**config.mk**
```make
export PLATFORM = sky130hd
export DESIGN_NAME = rx_deframer_flat
export DESIGN_NICKNAME = d
export VERILOG_FILES = /design/src/rtl/rx_deframer_if.sv /design/src/rtl/rx_deframer.sv /design/src/flat_wrapper.sv
export SDC_FILE = /design/constraint.sdc
export NUM_CORES = 1
export LEC_CHECK = 0
export ABC_AREA = 0
export BUFFER_PORTS_ARGS = -buffer_cell sky130_fd_sc_hd__buf_2
export CAP_MARGIN = 30
export CORE_MARGIN = 1
export CORE_UTILIZATION = 55
export CTS_BUF_LIST = sky130_fd_sc_hd__clkbuf_16
export CTS_CLUSTER_SIZE = 16
export DETAILED_ROUTE_END_ITERATION = 7
export HOLD_SLACK_MARGIN = 0.05
export PLACE_DENSITY = 0.81
export SLEW_MARGIN = 25
export SYNTH_ARGS = -nofsm -noshare
export SYNTH_HDL_FRONTEND = slang
export SYNTH_SLANG_ARGS = --single-unit
```
**constraint.sdc**
```tcl
create_clock -name clk_1M024 -period 6 [get_ports clk_1M024]
set_clock_uncertainty 0.15 [all_clocks]
set_input_delay 0.9 -clock clk_1M024 [delete_from_list [all_inputs] [get_ports clk_1M024]]
set_output_delay 0.9 -clock clk_1M024 [all_outputs]
set_load 0.05 [all_outputs]
```
**src/rtl/rx_deframer_if.sv**
```systemverilog
// Bit input and reassembled byte stream of the receive deframer.
// The deframer drives the byte stream, so it takes the master side.
interface rx_deframer_if;
    logic       rx_bit;
    logic       rx_bit_vld;
    logic [7:0] data_tdata;
    logic       data_tvalid;
    logic       data_tuser;
    logic       data_tlast;

    modport master (
        input  rx_bit,
        input  rx_bit_vld,
        output data_tdata,
        output data_tvalid,
        output data_tuser,
        output data_tlast
    );

    modport slave (
        output rx_bit,
        output rx_bit_vld,
        input  data_tdata,
        input  data_tvalid,
        input  data_tuser,
        input  data_tlast
    );
endinterface

```
**src/rtl/rx_deframer.sv**
```systemverilog
// Receive deframer: hunts for the sync word in either polarity, reads the
// length byte and reassembles the payload into a byte stream.
module rx_deframer #(
    parameter logic [15:0] SYNC_WORD    = 16'hEB90,
    parameter int          SYNC_ERR_MAX = 1,
    parameter int          TIMEOUT      = 64
) (
    input  logic          clk_1M024,
    input  logic          rst_n_1M024,
    rx_deframer_if.master bus,
    output logic          sync_locked,
    output logic          phase_inv,
    output logic          frame_err
);

    localparam int IDLE_W = $clog2(TIMEOUT + 1);

    typedef enum logic [1:0] {HUNT, LEN, PAYLOAD} state_t;

    state_t              state, state_nxt;
    logic [15:0]         hunt_sr, hunt_sr_nxt;
    logic [4:0]          fill, fill_nxt;
    logic [7:0]          byte_sr, byte_sr_nxt;
    logic [2:0]          bit_cnt, bit_cnt_nxt;
    logic [7:0]          remaining, remaining_nxt;
    logic                first_byte, first_byte_nxt;
    logic [IDLE_W-1:0]   idle_cnt, idle_cnt_nxt;
    logic                phase_inv_nxt;
    logic                frame_err_nxt;
    logic [7:0]          tdata, tdata_nxt;
    logic                tvalid, tvalid_nxt;
    logic                tuser, tuser_nxt;
    logic                tlast, tlast_nxt;

    logic [15:0]         hunt_word;
    logic [4:0]          d0, d1;
    logic                bit_fix;
    logic [7:0]          byte_word;
    logic [7:0]          rem_dec;
    logic [IDLE_W-1:0]   idle_inc;

    function automatic logic [4:0] popcount16(input logic [15:0] v);
        logic [4:0] c;
        c = '0;
        for (int i = 0; i < 16; i++) begin
            c = c + 5'(v[i]);
        end
        return c;
    endfunction

    always_comb begin
        hunt_word = {hunt_sr[14:0], bus.rx_bit};
        d0        = popcount16(hunt_word ^ SYNC_WORD);
        d1        = popcount16(hunt_word ^ ~SYNC_WORD);
        bit_fix   = bus.rx_bit ^ phase_inv;
        byte_word = {byte_sr[6:0], bit_fix};
        rem_dec   = remaining - 1'b1;
        idle_inc  = (idle_cnt == IDLE_W'(TIMEOUT)) ? idle_cnt : idle_cnt + 1'b1;

        state_nxt      = state;
        hunt_sr_nxt    = hunt_sr;
        fill_nxt       = fill;
        byte_sr_nxt    = byte_sr;
        bit_cnt_nxt    = bit_cnt;
        remaining_nxt  = remaining;
        first_byte_nxt = first_byte;
        idle_cnt_nxt   = idle_cnt;
        phase_inv_nxt  = phase_inv;
        frame_err_nxt  = 1'b0;
        tdata_nxt      = 8'h00;
        tvalid_nxt     = 1'b0;
        tuser_nxt      = 1'b0;
        tlast_nxt      = 1'b0;

        if (bus.rx_bit_vld) begin
            hunt_sr_nxt = hunt_word;
        end

        case (state)
            HUNT: begin
                bit_cnt_nxt  = '0;
                idle_cnt_nxt = '0;
                if (bus.rx_bit_vld) begin
                    if (fill != 5'd16) begin
                        fill_nxt = fill + 1'b1;
                    end
                    // Fill of 15 before this shift means the word is 16 fresh bits.
                    if (fill >= 5'd15) begin
                        if (d0 <= 5'(SYNC_ERR_MAX)) begin
                            phase_inv_nxt = 1'b0;
                            state_nxt     = LEN;
                        end else if (d1 <= 5'(SYNC_ERR_MAX)) begin
                            phase_inv_nxt = 1'b1;
                            state_nxt     = LEN;
                        end
                    end
                end
            end

            LEN, PAYLOAD: begin
                if (bus.rx_bit_vld) begin
                    idle_cnt_nxt = '0;
                    byte_sr_nxt  = byte_word;
                    bit_cnt_nxt  = bit_cnt + 1'b1;
                    if (bit_cnt == 3'd7) begin
                        if (state == LEN) begin
                            if (byte_word == 8'h00) begin
                                frame_err_nxt = 1'b1;
                                state_nxt     = HUNT;
                                fill_nxt      = '0;
                            end else begin
                                remaining_nxt  = byte_word;
                                first_byte_nxt = 1'b1;
                                state_nxt      = PAYLOAD;
                            end
                        end else begin
                            tvalid_nxt     = 1'b1;
                            tdata_nxt      = byte_word;
                            tuser_nxt      = first_byte;
                            first_byte_nxt = 1'b0;
                            remaining_nxt  = rem_dec;
                            if (rem_dec == 8'h00) begin
                                tlast_nxt = 1'b1;
                                state_nxt = HUNT;
                                fill_nxt  = '0;
                            end
                        end
                    end
                end else begin
                    idle_cnt_nxt = idle_inc;
                    // Abort drops any half-built byte; no tlast for this frame.
                    if (idle_inc == IDLE_W'(TIMEOUT)) begin
                        frame_err_nxt = 1'b1;
                        state_nxt     = HUNT;
                        fill_nxt      = '0;
                        bit_cnt_nxt   = '0;
                        idle_cnt_nxt  = '0;
                    end
                end
            end

            default: begin
                state_nxt = HUNT;
                fill_nxt  = '0;
            end
        endcase
    end

    always_ff @(posedge clk_1M024 or negedge rst_n_1M024) begin
        if (!rst_n_1M024) begin
            state      <= HUNT;
            hunt_sr    <= '0;
            fill       <= '0;
            byte_sr    <= '0;
            bit_cnt    <= '0;
            remaining  <= '0;
            first_byte <= 1'b0;
            idle_cnt   <= '0;
            phase_inv  <= 1'b0;
            frame_err  <= 1'b0;
            tdata      <= '0;
            tvalid     <= 1'b0;
            tuser      <= 1'b0;
            tlast      <= 1'b0;
        end else begin
            state      <= state_nxt;
            hunt_sr    <= hunt_sr_nxt;
            fill       <= fill_nxt;
            byte_sr    <= byte_sr_nxt;
            bit_cnt    <= bit_cnt_nxt;
            remaining  <= remaining_nxt;
            first_byte <= first_byte_nxt;
            idle_cnt   <= idle_cnt_nxt;
            phase_inv  <= phase_inv_nxt;
            frame_err  <= frame_err_nxt;
            tdata      <= tdata_nxt;
            tvalid     <= tvalid_nxt;
            tuser      <= tuser_nxt;
            tlast      <= tlast_nxt;
        end
    end

    assign sync_locked      = (state != HUNT);
    assign bus.data_tdata   = tdata;
    assign bus.data_tvalid  = tvalid;
    assign bus.data_tuser   = tuser;
    assign bus.data_tlast   = tlast;

endmodule

```
**src/flat_wrapper.sv**
```systemverilog
// flat-port wrapper written by rule: the top's interface ports become plain ports
module rx_deframer_flat 
#(
    parameter logic [15:0] SYNC_WORD    = 16'hEB90,
    parameter int          SYNC_ERR_MAX = 1,
    parameter int          TIMEOUT      = 64
)
  (clk_1M024, rst_n_1M024, sync_locked, phase_inv, frame_err, bus_rx_bit, bus_rx_bit_vld, bus_data_tdata, bus_data_tvalid, bus_data_tuser, bus_data_tlast);
  rx_deframer_if bus_i ();
  input  logic clk_1M024;
  input  logic rst_n_1M024;
  output logic sync_locked;
  output logic phase_inv;
  output logic frame_err;
  input wire logic [$bits(bus_i.rx_bit)-1:0] bus_rx_bit;
  input wire logic [$bits(bus_i.rx_bit_vld)-1:0] bus_rx_bit_vld;
  output wire logic [$bits(bus_i.data_tdata)-1:0] bus_data_tdata;
  output wire logic [$bits(bus_i.data_tvalid)-1:0] bus_data_tvalid;
  output wire logic [$bits(bus_i.data_tuser)-1:0] bus_data_tuser;
  output wire logic [$bits(bus_i.data_tlast)-1:0] bus_data_tlast;
  assign bus_i.rx_bit = bus_rx_bit;
  assign bus_i.rx_bit_vld = bus_rx_bit_vld;
  assign bus_data_tdata = bus_i.data_tdata;
  assign bus_data_tvalid = bus_i.data_tvalid;
  assign bus_data_tuser = bus_i.data_tuser;
  assign bus_data_tlast = bus_i.data_tlast;
  rx_deframer #(.SYNC_WORD(SYNC_WORD), .SYNC_ERR_MAX(SYNC_ERR_MAX), .TIMEOUT(TIMEOUT)) u_core (.clk_1M024(clk_1M024), .rst_n_1M024(rst_n_1M024), .bus(bus_i), .sync_locked(sync_locked), .phase_inv(phase_inv), .frame_err(frame_err));
endmodule
```
==> metrics.yaml, run 1 <==
run_status:
  outcome: "finished with violations"
  failed_checks: "DRC"
layout:
  register_area_mm2: 0.00153
  drive_gt1_share_pct: 12.3
  diodes: 0
  area_growth_syn_to_layout_pct: 11.2
  final_cell_area_mm2: 0.00412
  fillers: 509
  multi_input_area_mm2: 0.00195
  nets: 432
  post-route-util_pct: 64.1
worst_setup_path:
  cp-start-kind: "input port"
  end_kind: "flip-flop"
  rrSetupSlack_ps: 540
  crit_fanout: 4
  crit_type: "input port to flip-flop"
  worstReg2RegEnd: "u_core.state[1]"
  critPathRequiredTime_ps: 6100
  worstRegToRegCells: 15
  crit_start: "bus_rx_bit"
  cp-endpoint: "u_core.state[1]"
  reg2reg_from: "u_core.hunt_sr[0]"
  crit_arrival_ps: 5860
worst_hold_path:
  hold_class: "flip-flop to flip-flop"
  holdPathStages: 2
power_and_ir_drop:
  leakagePower_nw: 1.99
  irDropWorstVdd_v: 0.000333
  powerDensity_mw_per_mm2: 444
routing:
  wl_mm: 7.71
  drt_iter0_drc: 178
  ant_nets: 0
  drt-vias-per-instance: 5.83
  via_count: 2729
  drtPass1Iterations: 6
  drc: 2
  wl_per_cell_um: 16.5
placed_design:
  dp_hpwl_mm: 5.38
  place_congestion: 0.832
  placed_area_mm2: 0.00384
  place_ws_ps: -197
  io_buffer_count: 17
logic_synthesis:
  netlist_area_mm2: 0.00370
  seq_area_frac_synth_pct: 41.2
  synth_top_family_by_area: "adder cells"
  syn-mean-instance-area_um2: 9.99
  synthFlopType: "dfrtp_1"
  ys_types: 51
  yosys.area_share.simple_pct: 14.8
  ys_ff_latch: 61
  synth-compound-area-share_pct: 14.9
  synthAdderAreaFrac_pct: 18.2
  synthesis.nets: 417
  ys_warn_count: 0
  synth_cells: 371
  synth-async-reset-ratio_pct: 100
  synth_mux_area_share_pct: 3.65
  synth_edf_count: 0
  synth_xor_area_share_pct: 0.946
floorplan:
  die_area_mm2: 0.00707
  rows: 29
  fp.dieW_um: 84.1
  die_y_um: 84.1
  io_pins: 18
  initial_core_util_pct: 57.7
  coreArea_mm2: 0.00642
clock_tree:
  clkTransAtPathRegs_ps: 50
  clock_sinks: 61
  cts_tree: "done"
  cts_root_buffer: "clkbuf_16"
  numCtsBuffers: 9
  cts-htree-levels: 3
  clock_latency_ps: 330
  cts_buffer_depth: 2
  post_cts_buffers: 0
global_route:
  antenna_found_initial: 0
  grt_pass1_wl_mm: 13.1
  grt.total_usage_pct: 24.0
  grt_pass1_vias: 2770
  grt_overflow: 0
  grt_start_max_net_pins: 62
timing:
  final.min_clock_period_ps: 5760
  hold_ws_ps: 341
  post-route-period-util_pct: 96.0
  setup_viol: 0
  hold_viol_final: 0
  worstMarginPinSlew_ps: 842
  layout_setup_ws_ps: 238
  fmax_ghz: 0.174
  maxSlewHeadroom_pct: 43.4
  rsz0062_at_grt: "no"
  slew_viol_final: 0
run:
  maxCapViolCount: 0
## kinds of logic (layout without fill, tap and decap cells)
kind of cell | after synthesis | after routing
AO/OA/AOI/OAI | 86 | 86
adder cells (fa/ha/maj) | 42 | 42
flip-flops | 61 | 61
multiplexers | 12 | 12
XOR/XNOR | 4 | 4
buffers and inverters | 62 | 82
AND/OR/NAND/NOR | 104 | 104
## synth_stat cells (3+ instances only)
library cell	instances	area share [%]
a21oi_1	13	1.8
a22o_1	6	1.4
a22oi_1	3	0.61
and3_1	15	2.5
clkbuf_1	12	1.2
dfrtp_1	61	41
fa_1	20	11
ha_1	22	7.4
inv_1	47	4.8
mux2_2	8	2.4
mux2i_1	3	0.81
nand2_1	34	3.4
nand2b_1	5	0.84
nand3_1	9	1.2
nor2_1	9	0.91
nor3_1	6	0.81
nor4_1	3	0.51
o21ai_0	37	5.0
o31ai_1	8	1.6
or3_1	3	0.51
or4_1	4	0.81
xnor2_1	4	0.95
## per-stage QoR
stage,TNS (ps),std cells,total power [mW]
6_report,0,468,1.83
5_1_grt,0,468,1.98
4_1_cts,0,468,1.83
3_5_place_dp,-197,452,1.35
3_3_place_gp,0,452,1.26
2_1_floorplan,0,371,1.12
## layer usage
| layer | wire length (um) | up-vias | GRT usage, % |
|---|---|---|---|
| met5 | 0 | - | 0 |
| met4 | 116 | 0 | 6.74 |
| met3 | 289 | 15 | 6.73 |
| met2 | 3900 | 58 | 41.1 |
| met1 | 3410 | 1351 | 29.6 |
| li1 | - | 1305 | - |
## cell usage in the layout, fill, tap and decap left out, types with 3 or more instances in the layout
cell	instances
dfrtp_1	61
inv_1	47
o21ai_0	37
nand2_1	34
ha_1	22
fa_1	20
buf_2	17
and3_1	15
a21oi_1	13
nand3_1	9
nor2_1	9
clkbuf_16	9
o31ai_1	8
mux2_2	8
nor3_1	6
a22o_1	6
nand2b_1	5
xnor2_1	4
or4_1	4
clkinvlp_4	4
nor4_1	3
a22oi_1	3
mux2i_1	3
or3_1	3
## layout make-up
| type | instances | share of cell area [%] |
|---|---|---|
| Inverter | 47 | 4.28 |
| Sequential cell | 61 | 37.1 |
| Multi-Input combinational cell | 248 | 47.4 |
| Tap cell | 77 | 2.34 |
| Timing Repair Buffer | 19 | 2.43 |
| Clock inverter | 7 | 1.03 |
| Clock buffer | 9 | 5.47 |
## timing repair
item	in CTS	in global routing
gates resized for setup	0	3
endpoints found under the setup margin	0	2
hold buffers	0	0
## worst min-delay path by stage
stage	startpoint	to
CTS	u_core.hunt_sr[9]	u_core.hunt_sr[10]
floorplan	u_core.hunt_sr[9]	u_core.hunt_sr[10]
global placement	u_core.hunt_sr[11]	u_core.hunt_sr[12]
finish	u_core.hunt_sr[9]	u_core.hunt_sr[10]
detailed placement	u_core.hunt_sr[4]	u_core.hunt_sr[5]
global route	u_core.hunt_sr[4]	u_core.hunt_sr[5]
## state kept, by name, summed over array words and instances (netlist names), 2 cells and up
name,cells
u_core.byte_sr,7
u_core.remaining,8
u_core.bus.data_tdata,8
u_core.fill,5
u_core.hunt_sr,15
u_core.idle_cnt,7
u_core.bit_cnt,3
u_core.state,2
## power by group
part | switching (mW) | internal [mW] | leakage [nW]
Clock | 0.184 | 0.275 | 0.119
Combinational | 0.468 | 0.376 | 1.07
Sequential | 0.0615 | 0.463 | 0.801
Total | 0.713 | 1.11 | 1.99
## critical path: stages
cell and delay (ps):
buf_2 130, fa_1 540, inv_1 50, fa_1 470, fa_1 560, inv_1 60
fa_1 500, fa_1 500, ha_1 240, fa_1 390, or2_2 280, a2111oi_1 390
buf_4 180, o211ai_1 160, a211oi_2 300, mux2i_1 200
No activity file was read; power rests on OpenSTA's default activity.
==> inputs of run 2 (changes only) <==
--- a/config.mk
+++ b/config.mk
@@ -5,16 +5,17 @@
 export SDC_FILE = /design/constraint.sdc
 export NUM_CORES = 1
 export LEC_CHECK = 0
-export ABC_AREA = 0
+export ABC_AREA = 1
 export BUFFER_PORTS_ARGS = -buffer_cell sky130_fd_sc_hd__buf_2
 export CAP_MARGIN = 30
 export CORE_MARGIN = 1
-export CORE_UTILIZATION = 55
+export CORE_UTILIZATION = 50
 export CTS_BUF_LIST = sky130_fd_sc_hd__clkbuf_16
 export CTS_CLUSTER_SIZE = 16
 export DETAILED_ROUTE_END_ITERATION = 7
+export GPL_TIMING_DRIVEN = 0
 export HOLD_SLACK_MARGIN = 0.05
-export PLACE_DENSITY = 0.81
+export PLACE_DENSITY = 0.75
 export SLEW_MARGIN = 25
 export SYNTH_ARGS = -nofsm -noshare
 export SYNTH_HDL_FRONTEND = slang
==> run 2 against run 1 <==
Effect of this change: the run now ends clean; hold slack worse by 13 ps; clock-buffer cell count is the same; fmax increased by 11%; register-to-register slack improved by 600 ps; sequential cell count unchanged; sequential power is 3% lower; die area grew 11%; area after synthesis is 1.4% higher; power grew 2.9%; core utilization is 5.6 points lower; setup slack improved by 560 ps; largest cell class unchanged; largest power group unchanged.
==> metrics.yaml, run 2 <==
logic_synthesis:
  synthTopCellsByArea: "dfrtp_1 (41%), fa_1 (11%), nand2_1 (9.2%), ha_1 (7.3%), inv_1 (7.3%)"
  syn-mean-instance-area_um2: 8.63  # -14%
  synth_most_common_cell: "nand2_1"
  yosys.area.top_type_share_pct: 40.7  # -0.55 points
  yosysTopAreaCell: "dfrtp_1"
  synth_edf_count: 0  # unchanged
  ys_types: 31  # -39%
  seq_area_frac_synth_pct: 40.7  # -0.55 points
  synth_cells: 435  # +17%
  synthesis.nets: 481  # +15%
  synth.top_cells.by_count: "nand2_1 (92), inv_1 (73), dfrtp_1 (61)"
  ys_ff_latch: 61  # unchanged
  ys_warn_count: 0  # unchanged
  synth-async-reset-ratio_pct: 100  # unchanged
  synthFlopType: "dfrtp_1"
  netlist_area_mm2: 0.00375  # +1.4%
power_and_ir_drop:
  irDropWorstVdd_v: 0.000368  # +11%
  p_clk_share_pct: 26.2  # +1.1 points
  p_sw_mw: 0.761  # +6.7%
  internal_power_mw: 1.12  # +0.44%
  comb_power_share_pct: 46.7  # +0.5 points
  powerDensity_mw_per_mm2: 443  # -0.13%
  seqPwrFrac_pct: 27.1  # -1.6 points
  leakagePower_nw: 2.14  # +7.4%
  total_power_mw: 1.88  # +2.9%
  p_sw_share_pct: 40.5  # +1.5 points
floorplan:
  fp.dieW_um: 88.7  # +5.5%
  rows: 31  # +6.9%
  die_y_um: 88.7  # +5.5%
  initial_core_util_pct: 51.8  # -5.9 points
  io_pins: 18  # unchanged
  coreArea_mm2: 0.00725  # +13%
  die_area_mm2: 0.00786  # +11%
clock_tree:
  post_cts_buffers: 0  # unchanged
  clkTransAtPathRegs_ps: 50  # about the same
  clock_sinks: 61  # unchanged
  cts_tree: "done"
  cts_resized: 0  # unchanged
  numCtsBuffers: 9  # unchanged
  cts-htree-levels: 3  # unchanged
  clock_latency_ps: 330  # about the same
  ctsHoldBuffers: 0  # unchanged
  cts_root_buffer: "clkbuf_16"
  cts_buffer_depth: 2  # unchanged
routing:
  drt_iter0_drc: 121  # -32%
  wl_per_cell_um: 12.5  # -24%
  drt-vias-per-instance: 5.11  # -12%
  wl_mm: 7.07  # -8.3%
  drtPass1Iterations: 4  # -2
  drc: 0  # -2
  ant_nets: 0  # unchanged
  via_count: 2894  # +6.0%
timing:
  slew_viol_final: 0  # unchanged
  setup_tns_ps: 0  # unchanged
  hold_ws_ps: 327  # -13.1 ps
  worstMarginPinSlew_ps: 752  # -89.6 ps
  final.min_clock_period_ps: 5210  # -556 ps
  fmax_ghz: 0.192  # +11%
  setup_viol: 0  # unchanged
  post-route-period-util_pct: 86.8  # -9.3 points
  rsz0062_at_grt: "no"
  maxSlewHeadroom_pct: 49.8  # +6.5 points
  layout_setup_ws_ps: 795  # +556 ps
  hold_viol_final: 0  # unchanged
global_route:
  grt_overflow: 0  # unchanged
  antenna_found_initial: 0  # unchanged
  grt_pass1_vias: 2839  # +2.5%
  grt.total_usage_pct: 21.4  # -2.5 points
  grt_start_max_net_pins: 62  # unchanged
  grt_pass1_wl_mm: 12.5  # -4.0%
placed_design:
  place_congestion: 0.836  # +0.43%
  io_buffer_count: 16  # -1
  dp_hpwl_mm: 5.31  # -1.4%
  place_ws_ps: 455  # +652 ps
  dp_cells: 550  # +22%
worst_setup_path:
  end_kind: "flip-flop"
  critPathMaxStageDelay_ps: 520  # -40 ps
  path_cells: "buf_2 -> inv_1 -> ha_1 -> fa_1 -> inv_1 -> fa_1 -> fa_1 -> inv_1 -> fa_1 -> fa_1 -> fa_1 -> nor3_1 -> o211ai_1 -> nand2_1 -> nand2_1 -> nand2_1 -> nand4_1 -> nand2_1 -> nand2_1"
  critPathRequiredTime_ps: 6070  # -30 ps
  crit_fanout: 4  # unchanged
  crit_type: "input port to flip-flop"
  cp-start-kind: "input port"
  crit_arrival_ps: 5280  # -580 ps
  crit_top_cell: "fa_1"
  slowest_stage: "fa_1"
layout:
  layout_common_cells: "nand2_1 (92), inv_1 (74), dfrtp_1 (61)"
  layoutNonFillerInstCount: 566  # +21%
  mostFrequentLayoutCell: "nand2_1"
  nets: 508  # +18%
  drive_gt1_share_pct: 12.6  # +0.36 points
  diodes: 0  # unchanged
  top_register: "u_core.hunt_sr"
  largest_reg_flops: 15  # unchanged
  area_growth_syn_to_layout_pct: 13.0
worst_hold_path:
  hold_class: "flip-flop to flip-flop"
run_status:
  outcome: "complete, no violations"
run:
  maxCapViolCount: 0  # unchanged
## run 2: layer usage
layer	up-vias	track usage, %	part of all wire (%)
li1	1436	-	-
met5	-	0	0
met2	73	32.7	45
met4	0	11.3	3.1
met1	1366	28.3	48
met3	19	5.50	4.5
## run 2: per-stage QoR
stage                     utilization, %  cell area (um^2)
final                               58.5              4240
after global routing                58.5              4240
after CTS                           58.5              4240
after detailed placement            54.6              3960
after global placement              54.6              3960
after floorplan                        -              3750
## run 2: kinds of logic after synthesis
kind of cell	synth area share, %
xor gates and xnor gates	0.433
AOI/OAI and AO/OA	9.10
DFF	40.7
and+or+nand+nor	23.1
buffers and inverters	8.73
adders and majority gates	18.0
## run 2: worst paths after layout
path,start,end,slack [ps],cells past startpoint
setup / recovery,bus_rx_bit,u_core.state[1],790,19
hold / removal,u_core.hunt_sr[11],u_core.hunt_sr[12],330,2
setup reg to reg,u_core.hunt_sr[0],u_core.state[1],1140,18
hold reg to reg,u_core.hunt_sr[11],u_core.hunt_sr[12],330,2
max in group asynchronous,rst_n_1M024,u_core.hunt_sr[5],4720,1
min in group asynchronous,rst_n_1M024,u_core.idle_cnt[3],490,1
## run 2: power groups by stage
stage	combinational, mW	clock (mW)	sequential, mW
final	0.878	0.494	0.510
after CTS	0.891	0.502	0.509
after global routing	1.03	0.519	0.517
after floorplan	0.684	0	0.513
after detailed placement	0.880	0	0.516
after global placement	0.850	0	0.517
## run 2: area by class of cell
class	count	area, um^2
Inverter	79	297
Sequential cell	61	1530
Fill cell	639	3010
Buffer	7	31.3
Tap cell	99	124
Timing Repair Buffer	16	82.6
Clock inverter	7	57.6
Clock buffer	9	225
Multi-Input combinational cell	288	1900
## run 2: worst max-delay path: cells and delay by family
kind	cells	cell delay, ps
adders and majority gates	7	3190
and+or+nand+nor	7	680
buffers and inverters	4	340
AOI/OAI and AO/OA	1	160
